===== config.mk =====
export PLATFORM = sky130hd
export DESIGN_NAME = spi_rx_byte_ctrl
export DESIGN_NICKNAME = d
export VERILOG_FILES = /design/src/rtl/spi_pkg.sv /design/src/rtl/spi_sipo_en.sv /design/src/rtl/spi_rx_byte_ctrl.sv
export SDC_FILE = /design/constraint.sdc
export NUM_CORES = 1
export LEC_CHECK = 0
export ABC_AREA = 1
export CAP_MARGIN = 20
export CORE_MARGIN = 4
export CORE_UTILIZATION = 45
export DETAILED_ROUTE_END_ITERATION = 12
export PLACE_DENSITY_LB_ADDON = 0.05
export SYNTH_ARGS = -nofsm -noshare
export SYNTH_HDL_FRONTEND = slang
export SYNTH_SLANG_ARGS = --single-unit

===== constraint.sdc =====
create_clock -name clk -period 2.08 [get_ports clk]
set_clock_uncertainty 0.2 [all_clocks]
set_input_delay 0.416 -clock clk [delete_from_list [all_inputs] [get_ports clk]]
set_output_delay 0.416 -clock clk [all_outputs]
set_load 0.02 [all_outputs]

===== src/rtl/spi_pkg.sv =====
// Shared definitions for the SPI receive path: byte width, controller states, counter sizing.
package spi_pkg;

    localparam int BYTE_W = 8;

    typedef enum logic [0:0] {
        IDLE  = 1'b0,
        SHIFT = 1'b1
    } state_t;

    // Bit counter must hold 0..w inclusive.
    function automatic int bit_cnt_w(input int w);
        return $clog2(w + 1);
    endfunction

endpackage


===== src/rtl/spi_sipo_en.sv =====
// Enable/clear-gated serial-in parallel-out shifter, LSB first (first bit lands in bit 0).
// One cycle from en/clr to sr update; clr wins over en.
module spi_sipo_en
    import spi_pkg::*;
#(
    parameter int W = BYTE_W
) (
    input  logic         clk,
    input  logic         reset,
    input  logic         sdi,
    input  logic         en,
    input  logic         clr,
    output logic [W-1:0] sr
);

    always_ff @(posedge clk) begin
        if (reset) begin
            sr <= '0;
        end else if (clr) begin
            sr <= '0;
        end else if (en) begin
            sr <= {sdi, sr[W-1:1]};
        end
    end

endmodule


===== src/rtl/spi_rx_byte_ctrl.sv =====
// SPI receive sequencer: oversampled sck/load/sdi, bit/byte counting, valid/ready byte output.
// Byte valid one cycle after the final sck_rise; a held byte is never overwritten, new bytes drop and set overrun.
module spi_rx_byte_ctrl #(
    parameter int BYTE_W      = spi_pkg::BYTE_W,
    parameter int SYNC_STAGES = 2,
    parameter int CNT_W       = 8
) (
    input  logic              clk,
    input  logic              reset,
    input  logic              sck,
    input  logic              load,
    input  logic              sdi,
    input  logic              byte_ready,
    input  logic              ovr_clr,
    output logic [BYTE_W-1:0] byte_data,
    output logic              byte_valid,
    output logic              overrun,
    output logic              frag_err,
    output logic              frame_active,
    output logic [CNT_W-1:0]  byte_cnt
);

    import spi_pkg::*;

    localparam int BCW    = bit_cnt_w(BYTE_W);
    localparam int WARM_W = $clog2(SYNC_STAGES + 1);
    localparam logic [BCW-1:0] LAST_BIT = BCW'(BYTE_W - 1);

    logic [SYNC_STAGES-1:0] sck_sync, load_sync, sdi_sync;
    logic                   sck_prev, load_prev;
    logic [WARM_W-1:0]      warm_cnt;
    logic                   armed;
    logic                   sck_s, load_s, sdi_s;
    logic                   sck_rise, load_rise, load_fall, warm_done;

    state_t                 state, state_nxt;
    logic [BCW-1:0]         bit_cnt, bit_cnt_nxt;
    logic                   shift_en, sr_clr, byte_done, frag_set, cnt_clr;
    logic [BYTE_W-1:0]      sr, byte_nxt;

    always_ff @(posedge clk) begin
        if (reset) begin
            sck_sync  <= '0;
            load_sync <= '0;
            sdi_sync  <= '0;
            sck_prev  <= 1'b0;
            load_prev <= 1'b0;
        end else begin
            sck_sync  <= {sck_sync[SYNC_STAGES-2:0], sck};
            load_sync <= {load_sync[SYNC_STAGES-2:0], load};
            sdi_sync  <= {sdi_sync[SYNC_STAGES-2:0], sdi};
            sck_prev  <= sck_s;
            load_prev <= load_s;
        end
    end

    assign sck_s     = sck_sync[SYNC_STAGES-1];
    assign load_s    = load_sync[SYNC_STAGES-1];
    assign sdi_s     = sdi_sync[SYNC_STAGES-1];
    assign sck_rise  = sck_s & ~sck_prev;
    assign load_fall = ~load_s & load_prev;
    assign warm_done = (warm_cnt == WARM_W'(SYNC_STAGES));

    // After reset the synchronizers refill from zero, which would fake a load edge
    // for a frame already in progress; only arm once load has been seen low for real.
    always_ff @(posedge clk) begin
        if (reset) begin
            warm_cnt <= '0;
            armed    <= 1'b0;
        end else begin
            if (!warm_done) begin
                warm_cnt <= warm_cnt + 1'b1;
            end
            if (warm_done && !load_s) begin
                armed <= 1'b1;
            end
        end
    end

    assign load_rise    = armed & load_s & ~load_prev;
    assign frame_active = load_s;

    always_ff @(posedge clk) begin
        if (reset) begin
            state   <= IDLE;
            bit_cnt <= '0;
        end else begin
            state   <= state_nxt;
            bit_cnt <= bit_cnt_nxt;
        end
    end

    always_comb begin
        state_nxt   = state;
        bit_cnt_nxt = bit_cnt;
        shift_en    = 1'b0;
        sr_clr      = 1'b0;
        byte_done   = 1'b0;
        frag_set    = 1'b0;
        cnt_clr     = 1'b0;
        case (state)
            IDLE: begin
                sr_clr      = 1'b1;
                bit_cnt_nxt = '0;
                if (load_rise) begin
                    state_nxt = SHIFT;
                    cnt_clr   = 1'b1;
                end
            end
            SHIFT: begin
                if (sck_rise) begin
                    shift_en = 1'b1;
                    if (bit_cnt == LAST_BIT) begin
                        bit_cnt_nxt = '0;
                        byte_done   = 1'b1;
                    end else begin
                        bit_cnt_nxt = bit_cnt + 1'b1;
                    end
                end
                // A byte completing on the same cycle as the frame end is kept.
                if (load_fall) begin
                    state_nxt = IDLE;
                    if (bit_cnt_nxt != '0) begin
                        frag_set = 1'b1;
                        sr_clr   = 1'b1;
                    end
                    bit_cnt_nxt = '0;
                end
            end
            default: begin
                state_nxt   = IDLE;
                bit_cnt_nxt = '0;
            end
        endcase
    end

    spi_sipo_en #(
        .W (BYTE_W)
    ) u_sipo (
        .clk   (clk),
        .reset (reset),
        .sdi   (sdi_s),
        .en    (shift_en),
        .clr   (sr_clr),
        .sr    (sr)
    );

    assign byte_nxt = {sdi_s, sr[BYTE_W-1:1]};

    always_ff @(posedge clk) begin
        if (reset) begin
            byte_data  <= '0;
            byte_valid <= 1'b0;
            overrun    <= 1'b0;
            frag_err   <= 1'b0;
            byte_cnt   <= '0;
        end else begin
            frag_err <= frag_set;

            if (cnt_clr) begin
                byte_cnt <= '0;
            end else if (byte_done && (byte_cnt != '1)) begin
                byte_cnt <= byte_cnt + 1'b1;
            end

            if (byte_done && (!byte_valid || byte_ready)) begin
                byte_data  <= byte_nxt;
                byte_valid <= 1'b1;
            end else if (byte_valid && byte_ready) begin
                byte_valid <= 1'b0;
            end

            if (byte_done && byte_valid && !byte_ready) begin
                overrun <= 1'b1;
            end else if (ovr_clr) begin
                overrun <= 1'b0;
            end
        end
    end

endmodule


==> metrics, run 1 <==
CP required between 1 and 1.5 ns; Gates resized, CTS repair 0; VDD IR max about 0.48 mV; Ports 27; status finished clean; grt ovf 0; Starting Density ~47%; GRT Util Overall 13.9%; Vias about 1400; slowest CP cell clkdlybuf4s50_1; Arrival @ worst endpoint 1.35 ns; Clock Path Buffers 2; power per cell area 723 nW/um^2; layout net count ~280; HPWL after DPL approximately 2300 um; Mapped Area 1720 um^2; first-pass GRT wire length roughly 5500 um; Tot Pwr 1.56 mW; Port Buf Inserts 26; Final Cell Area 2160 um^2; post-route ant nets 0; TritonCTS clock tree done; # clock sinks 42; Mean Syn Cell Area 7.38 um^2; Critical Path Sink Type output pin; core area approximately 3700 um^2; post-synthesis sequential area ratio between 40% and 50%; Rows 22; Final Hold Violating Endpoints 0; Main synth FF type dfxtp_1; DIE WIDTH 69.8 um; Synth Instances around 230; Cell variety after synth 23; P_leak roughly 0.86 nW; Net Sw Power between 0.3 and 0.4 mW; vias per cell around 4.6; Max Slew Vio Count 0; Fin Hold WS between 0.2 and 0.25 ns; Logic pwr share 5.5%; cts-stage hold buffer count 0; die area 4870 um^2; hold crit path type reg2reg; Rel. slew slack 80.4%; startpoint types flop; Sw Ratio 21.6%; fraction of layout cells with a size suffix above 1 around 7.9%; CTS Buf Count 5; FMAX just over 0.5 GHz; # diodes 0; drt wl/cell slightly above 10 um; cells along the critical path clkdlybuf4s50_1; vias in the first global route approximately 1300; Post-DP Area ~2000 um^2; P_int 1.22 mW; Setup-failing EPs final 0; unrepaired setup endpoints after global routing false; period utilization around 94%; largest net degree at the start of global routing 18; gpl congestion between 0.7 and 0.8; Layout area overhead 25.4%; Die Span Y 69.8 um; clock-pin slew on the worst setup and hold paths around 0.080 ns; Flop pwr share between 50 and 60%; fin util 58.4%; slowest stage delay, CP roughly 0.64 ns; Async S/R FF share, synth 0%; clock share of power 40.3%; delay-heaviest family, CP buffers and inverters; Root Buffer clkbuf_8; Syn. warnings 0; Residual DRC 0; worst path buffer plus inverter count 1; drt first pass iters 5; setup bufs post-CTS 0; Max Fanout on Critical Path 5; Iter 0 DRT Violations 79; synthesized flop and latch total 42; H-tree depth 2; wirelength, routed about 3200 um; clock latency on the worst-skew pair roughly 0.29 ns; Tmin final 1.96 ns; Post-synth EDFFs 0; worst-margin pin slew slightly below 0.3 ns; Post-Syn Nets between 200 and 250; critical path type reg2out; Max-cap violations 0; initial antenna violation count 0; Setup TNS Final 0 ns
==> kinds of logic after synthesis <==
family	share of synthesized area [%]
xor+xnor	2.04
buf+inv	8.52
compound gates	9.02
flops	48.9
simple gates	29.3
fa+ha+maj	2.18
==> area by class of cell <==
cell class	instances	area, um^2
Multi-Input combinational cell	153	732
Fill cell	397	1530
Inverter	35	131
Sequential cell	42	841
Clock buffer	5	68.8
Clock inverter	3	40.0
Timing Repair Buffer	29	283
Tap cell	48	60.1
==> worst paths after layout <==
| path | from | end | slack, ns | cells past startpoint |
|---|---|---|---|---|
| setup / recovery | byte_cnt[6] | byte_cnt[6] | 0.12 | 1 |
| hold / removal | sdi_sync[0] | sdi_sync[1] | 0.20 | 2 |
| setup reg to reg | byte_cnt[0] | byte_cnt[2] | 0.38 | 8 |
| hold reg to reg | sdi_sync[0] | sdi_sync[1] | 0.20 | 2 |
==> power groups by stage <==
stage               Clock, mW  Combinational, mW  Sequential (mW)
finish                  0.628             0.0865            0.845
global route            0.676              0.101            0.850
CTS                     0.644             0.0883            0.845
detailed placement          0             0.0877            0.864
global placement            0             0.0855            0.864
floorplan                   0             0.0571            0.862
==> state kept, by name (all words and copies together), names as in the netlist, 2 cells and up <==
name and count:
byte_cnt 8, byte_data 8, warm_cnt 2, u_sipo.sr 7, bit_cnt 4, sdi_sync 2
load_sync 2, sck_sync 2
==> through the flow <==
stage / std cells / setup WS, ns
global placement: 307 / 0.189
floorplan: 233 / 0.392
global route: 315 / 0.0681
CTS: 315 / 0.102
detailed placement: 307 / 0.152
finish: 315 / 0.115
==> synthesized netlist by cell type (2+ instances only) <==
cell      instances  area (um^2)
dfxtp_1          42          841
a21oi_1          21          105
o21ai_0           5         25.0
nand3_1          15         75.1
clkbuf_1          2         7.51
xor2_1            3         26.3
nand2_4           3         33.8
inv_2             2         7.51
nor2_1           32          120
inv_1            32          120
nand2_1          61          229
ha_1              3         37.5
nor2_4            2         22.5
==> routing by layer <==
layer	track usage [%]	part of all wire (%)	wire (um)
met3	6.09	6.6	212
met5	0	0	0
met1	17.3	50	1590
met2	21.3	42	1350
met4	5.11	1.3	43
==> cell usage in the layout, fill, tap and decap left out, types with 5 or more instances in the layout <==
master           instances
nand2_1                 61
dfxtp_1                 42
inv_1                   32
nor2_1                  32
clkdlybuf4s50_1         26
a21oi_1                 21
nand3_1                 15
o21ai_0                  5
clkbuf_8                 5
==> tightest hold or removal path: stages, from the launching register on <==
cell     delay [ns]
dfxtp_1        0.30
inv_1          0.04
nor2_1         0.03
Power figures use the tool's default switching activity.
==> inputs of run 2 (changes only) <==
CTS_CLUSTER_DIAMETER = 80   (was unset)
PLACE_DENSITY_LB_ADDON = 0.3   (was 0.05)
==> metrics, run 2 (synthesis gave the netlist of run 1 again) <==
status finished clean (unchanged); Gates resized, CTS repair 0 (unchanged); gpl congestion 0.806 (was 0.779); Setup-failing EPs final 0 (unchanged); Starting Density 46.6% (unchanged); die area 4870 um^2 (unchanged); Layout area overhead 24.3% (was 25.4%); first-pass GRT wire length 5420 um (was 5520 um); Final Cell Area 2140 um^2 (was 2160 um^2); Arrival @ worst endpoint 1.34 ns (was 1.35 ns); VDD IR max 0.450 mV (was 0.476 mV); Tmin final 1.95 ns (was 1.96 ns); slowest stage delay, CP 0.63 ns (was 0.64 ns); Max-cap violations 0 (unchanged); Iter 0 DRT Violations 58 (was 79); unrepaired setup endpoints after global routing false (unchanged); worst hold path stage count 2 (unchanged); worst-margin pin slew 0.297 ns (was 0.292 ns); drt first pass iters 4 (was 5); H-tree depth 2 (unchanged); TritonCTS clock tree done (unchanged); Residual DRC 0 (unchanged); Die Span Y 69.8 um (unchanged); # clock sinks 42 (unchanged); cells along the critical path clkdlybuf4s50_1 (unchanged); Port Buf Inserts 26 (unchanged); GRT Util Overall 13.7% (was 13.9%); slowest CP cell clkdlybuf4s50_1 (unchanged); FF-to-FF setup slack 0.36 ns (was 0.38 ns); Post-DP Area 2050 um^2 (unchanged); GR peak layer met2 (unchanged); Vias 1425 (was 1444); Rows 22 (unchanged); drt wl/cell 9.81 um (was 10.1 um); Clock Path Buffers 2 (unchanged); R2R Path Start bit_cnt[0] (was byte_cnt[0]); worst path buffer plus inverter count 1 (unchanged); grt ovf 0 (unchanged); clock-pin slew on the worst setup and hold paths 0.08 ns (about the same); critical path type reg2out (unchanged); Setup TNS Final 0 ns (unchanged); CP required 1.46 ns (about the same); setup bufs post-CTS 0 (unchanged); Global Route met2 Usage 19.6% (was 21.3%); wirelength, routed 3090 um (was 3190 um); crit path launch byte_cnt[6] (unchanged); FMAX 0.512 GHz (was 0.509 GHz); vias per cell 4.52 (was 4.58); clock latency on the worst-skew pair 0.29 ns (about the same); period utilization 93.9% (was 94.5%); biggest regs byte_cnt: 8 flops, byte_data: 8 flops, u_sipo.sr: 7 flops (unchanged); met1 usage 18.3% (was 17.3%); Hold Path Sink sck_sync[1] (was sdi_sync[1]); met3 Use GR 5.07% (was 6.09%); core area 3690 um^2 (unchanged); largest net degree at the start of global routing 18 (unchanged); layout net count 276 (unchanged); delay-heaviest family, CP buffers and inverters (unchanged); Max Slew Vio Count 0 (unchanged); most common cell after layout, fill and taps aside nand2_1 (unchanged); startpoint types flop (unchanged); vias in the first global route 1263 (was 1282); FF-to-FF path depth 9 (was 8); Critical Path Sink Type output pin (unchanged); HPWL after DPL 2280 um (was 2270 um); reg2reg end byte_data[2] (was byte_cnt[2]); Final Hold Violating Endpoints 0 (unchanged); post-route ant nets 0 (unchanged); hold crit path type reg2reg (unchanged); min-delay src sck_sync[0] (was sdi_sync[0]); Ports 27 (unchanged); fraction of layout cells with a size suffix above 1 7.87% (unchanged); DIE WIDTH 69.8 um (unchanged); Rel. slew slack 80.1% (was 80.4%); CTS Buf Count 5 (unchanged); # diodes 0 (unchanged); initial antenna violation count 0 (unchanged); highest-count cells in the layout ignoring fill and taps nand2_1 (61), dfxtp_1 (42), inv_1 (32), nor2_1 (32), clkdlybuf4s50_1 (26) (unchanged); Max Fanout on Critical Path 5 (unchanged); P_leak 0.848 nW (was 0.862 nW); power per cell area 676 nW/um^2 (was 723 nW/um^2); Root Buffer clkbuf_8 (unchanged); cts-stage hold buffer count 0 (unchanged)
run 2: cell type report:
| type | count | area [um^2] |
|---|---|---|
| tap | 48 | 60.1 |
| sequential | 42 | 841 |
| inverter | 35 | 131 |
| fill | 372 | 1550 |
| clock inverter | 3 | 21.3 |
| multi-input combinational | 153 | 732 |
| clock buffer | 5 | 68.8 |
| timing repair buffer | 29 | 283 |
run 2: report_power, final:
| group | switching [mW] | total, mW | internal, mW |
|---|---|---|---|
| clock network | 0.279 | 0.515 | 0.236 |
| logic | 0.0468 | 0.0850 | 0.0382 |
| registers | 0.0151 | 0.846 | 0.831 |
run 2: per-layer routing:
metal / vias up / routed length (um)
li1: 787 / -
met1: 608 / 1560
met2: 26 / 1300
met3: 4 / 183
met4: 0 / 43
met5: - / 0
run 2: worst max path at each step:
stage                     depth (start not counted)  slack (ns)      endpoint
after detailed placement                          6        0.14  byte_data[5]
after global placement                            6        0.20  byte_data[5]
after global routing                              1        0.07   byte_cnt[5]
after CTS                                         1        0.11   byte_cnt[6]
after floorplan                                   8        0.39   byte_cnt[2]
final                                             1        0.13   byte_cnt[6]
run 2: stage by stage:
step | utilization [%] | setup slack [ns] | power (mW) | hold WS [ns] | instances
3_5_place_dp | 55.5 | 0.136 | 0.951 | 0.193 | 307
6_report | 57.9 | 0.126 | 1.45 | 0.205 | 315
4_1_cts | 57.9 | 0.108 | 1.47 | 0.204 | 315
2_1_floorplan | - | 0.392 | 0.919 | 0.188 | 233
3_3_place_gp | 55.5 | 0.198 | 0.947 | 0.190 | 307
5_1_grt | 57.9 | 0.0651 | 1.51 | 0.217 | 315
==> inputs of run 3 (changes only) <==
CORE_MARGIN = unset   (was 4)
==> metrics, run 3 (synthesis gave the netlist of run 1 again) <==
status finished clean (unchanged); Setup-failing EPs final 0 (unchanged); drt wl/cell 9.70 um (was 9.81 um); FMAX 0.510 GHz (was 0.512 GHz); Arrival @ worst endpoint 1.34 ns (about the same); Port Buf Inserts 26 (unchanged); Tmin final 1.96 ns (was 1.95 ns); Residual DRC 0 (unchanged); fraction of layout cells with a size suffix above 1 8.21% (was 7.87%); Flop pwr share 57.5% (was 58.5%); Iter 0 DRT Violations 57 (was 58); post-route ant nets 0 (unchanged); grt ovf 0 (unchanged); clock share of power 36.7% (was 35.6%); # clock sinks 42 (unchanged); VDD IR max 0.386 mV (was 0.450 mV); cts-stage hold buffer count 0 (unchanged); HPWL after DPL 2240 um (was 2280 um); first-pass GRT wire length 5420 um (about the same); crit path launch byte_cnt[6] (unchanged); P_leak 0.856 nW (was 0.848 nW); cells along the critical path clkdlybuf4s50_1 (unchanged); Critical Path Sink Type output pin (unchanged); Tot Pwr 1.47 mW (was 1.45 mW); DIE WIDTH 63.8 um (was 69.8 um); hold crit path type reg2reg (unchanged); most common cell after layout, fill and taps aside nand2_1 (unchanged); slowest stage delay, CP 0.64 ns (was 0.63 ns); H-tree depth 2 (unchanged); Die Span Y 63.8 um (was 69.8 um); power per cell area 684 nW/um^2 (was 676 nW/um^2); biggest regs byte_cnt: 8 flops, byte_data: 8 flops, u_sipo.sr: 7 flops (unchanged); Vias 1487 (was 1425); critical path type reg2out (unchanged); die area 4070 um^2 (was 4870 um^2); gpl congestion 0.762 (was 0.806); Clock Path Buffers 2 (unchanged); GRT Util Overall 17.3% (was 13.7%); Rows 22 (unchanged); worst path buffer plus inverter count 1 (unchanged); R2R Path Start bit_cnt[0] (unchanged); TritonCTS clock tree done (unchanged); core area 3660 um^2 (was 3690 um^2); startpoint types flop (unchanged); Fin Hold WS 0.202 ns (was 0.205 ns); Gates resized, CTS repair 0 (unchanged); Starting Density 47.0% (was 46.6%); clock-pin slew on the worst setup and hold paths 0.08 ns (about the same); Rel. slew slack 81.1% (was 80.1%); Layout area overhead 25.0% (was 24.3%); Ports 27 (unchanged); wirelength, routed 3070 um (was 3090 um); drt first pass iters 4 (unchanged); Setup TNS Final 0 ns (unchanged); slowest CP cell clkdlybuf4s50_1 (unchanged); initial antenna violation count 0 (unchanged); vias per cell 4.71 (was 4.52); Max Fanout on Critical Path 5 (unchanged); P_int 1.14 mW (was 1.10 mW); setup bufs post-CTS 0 (unchanged); CTS Buf Count 5 (unchanged); # diodes 0 (unchanged); worst-margin pin slew 0.282 ns (was 0.297 ns); highest-count cells in the layout ignoring fill and taps nand2_1 (61), dfxtp_1 (42), inv_1 (32), nor2_1 (32), clkdlybuf4s50_1 (26) (unchanged); Final Hold Violating Endpoints 0 (unchanged); period utilization 94.2% (was 93.9%); delay-heaviest family, CP buffers and inverters (unchanged); fin util 58.7% (was 57.9%); Net Sw Power 0.334 mW (was 0.341 mW); largest net degree at the start of global routing 14 (was 18); CP required 1.46 ns (about the same); Root Buffer clkbuf_8 (unchanged); Logic pwr share 5.9% (about the same); clock latency on the worst-skew pair 0.29 ns (about the same); unrepaired setup endpoints after global routing false (unchanged); min-delay src sck_sync[0] (unchanged); Sw Ratio 22.7% (was 23.6%); vias in the first global route 1316 (was 1263); Max Slew Vio Count 0 (unchanged); Max-cap violations 0 (unchanged); layout net count 277 (was 276)
[run 3: changes by cell type in the layout (fill, tap and decap cells not counted)]
cell	change
clkinv_4	-1
clkbuf_8	+1
buf_4	+1
[run 3: power by group through the flow]
stage	registers [mW]	clock network [mW]	logic, mW
after global routing	0.849	0.597	0.102
final	0.845	0.539	0.0863
after detailed placement	0.864	0	0.0878
after floorplan	0.862	0	0.0571
after global placement	0.863	0	0.0850
after CTS	0.845	0.557	0.0879
[run 3: worst paths after layout]
check	end	slack, ns	depth (start not counted)
hold reg to reg	sck_sync[1]	0.20	2
setup / recovery	byte_cnt[6]	0.12	1
hold / removal	sck_sync[1]	0.20	2
setup reg to reg	u_sipo.sr[1]	0.37	9
[run 3: worst register-to-register path: cells and delay by family (launching register included)]
kind,cells,cell delay [ns]
adders and majority gates,1,0.19
and+or+nand+nor,6,0.59
AOI/OAI and AO/OA,1,0.19
buffers and inverters,1,0.10
DFF,1,0.38
[run 3: final cells by class]
class / count / area, um^2
clock buffers: 6 / 82.6
clock inverters: 2 / 12.5
fillers: 338 / 1510
inverters: 35 / 131
multi-input cells: 153 / 732
flip-flops and latches: 42 / 841
well taps: 48 / 60.1
repair buffers: 30 / 290
[run 3: metal layers]
| layer | global-route usage [%] | part of all wire [%] |
|---|---|---|
| met5 | 0 | 0 |
| met4 | 8.52 | 2.2 |
| met3 | 5.89 | 4.6 |
| met2 | 28.3 | 45 |
| met1 | 20.0 | 48 |
[run 3: per-stage QoR]
step                setup WS, ns  area [um^2]  std cells
floorplan                  0.392         1720        233
global placement           0.192         2050        308
detailed placement         0.138         2050        308
CTS                        0.107         2150        316
global route              0.0480         2150        316
finish                     0.121         2150        316
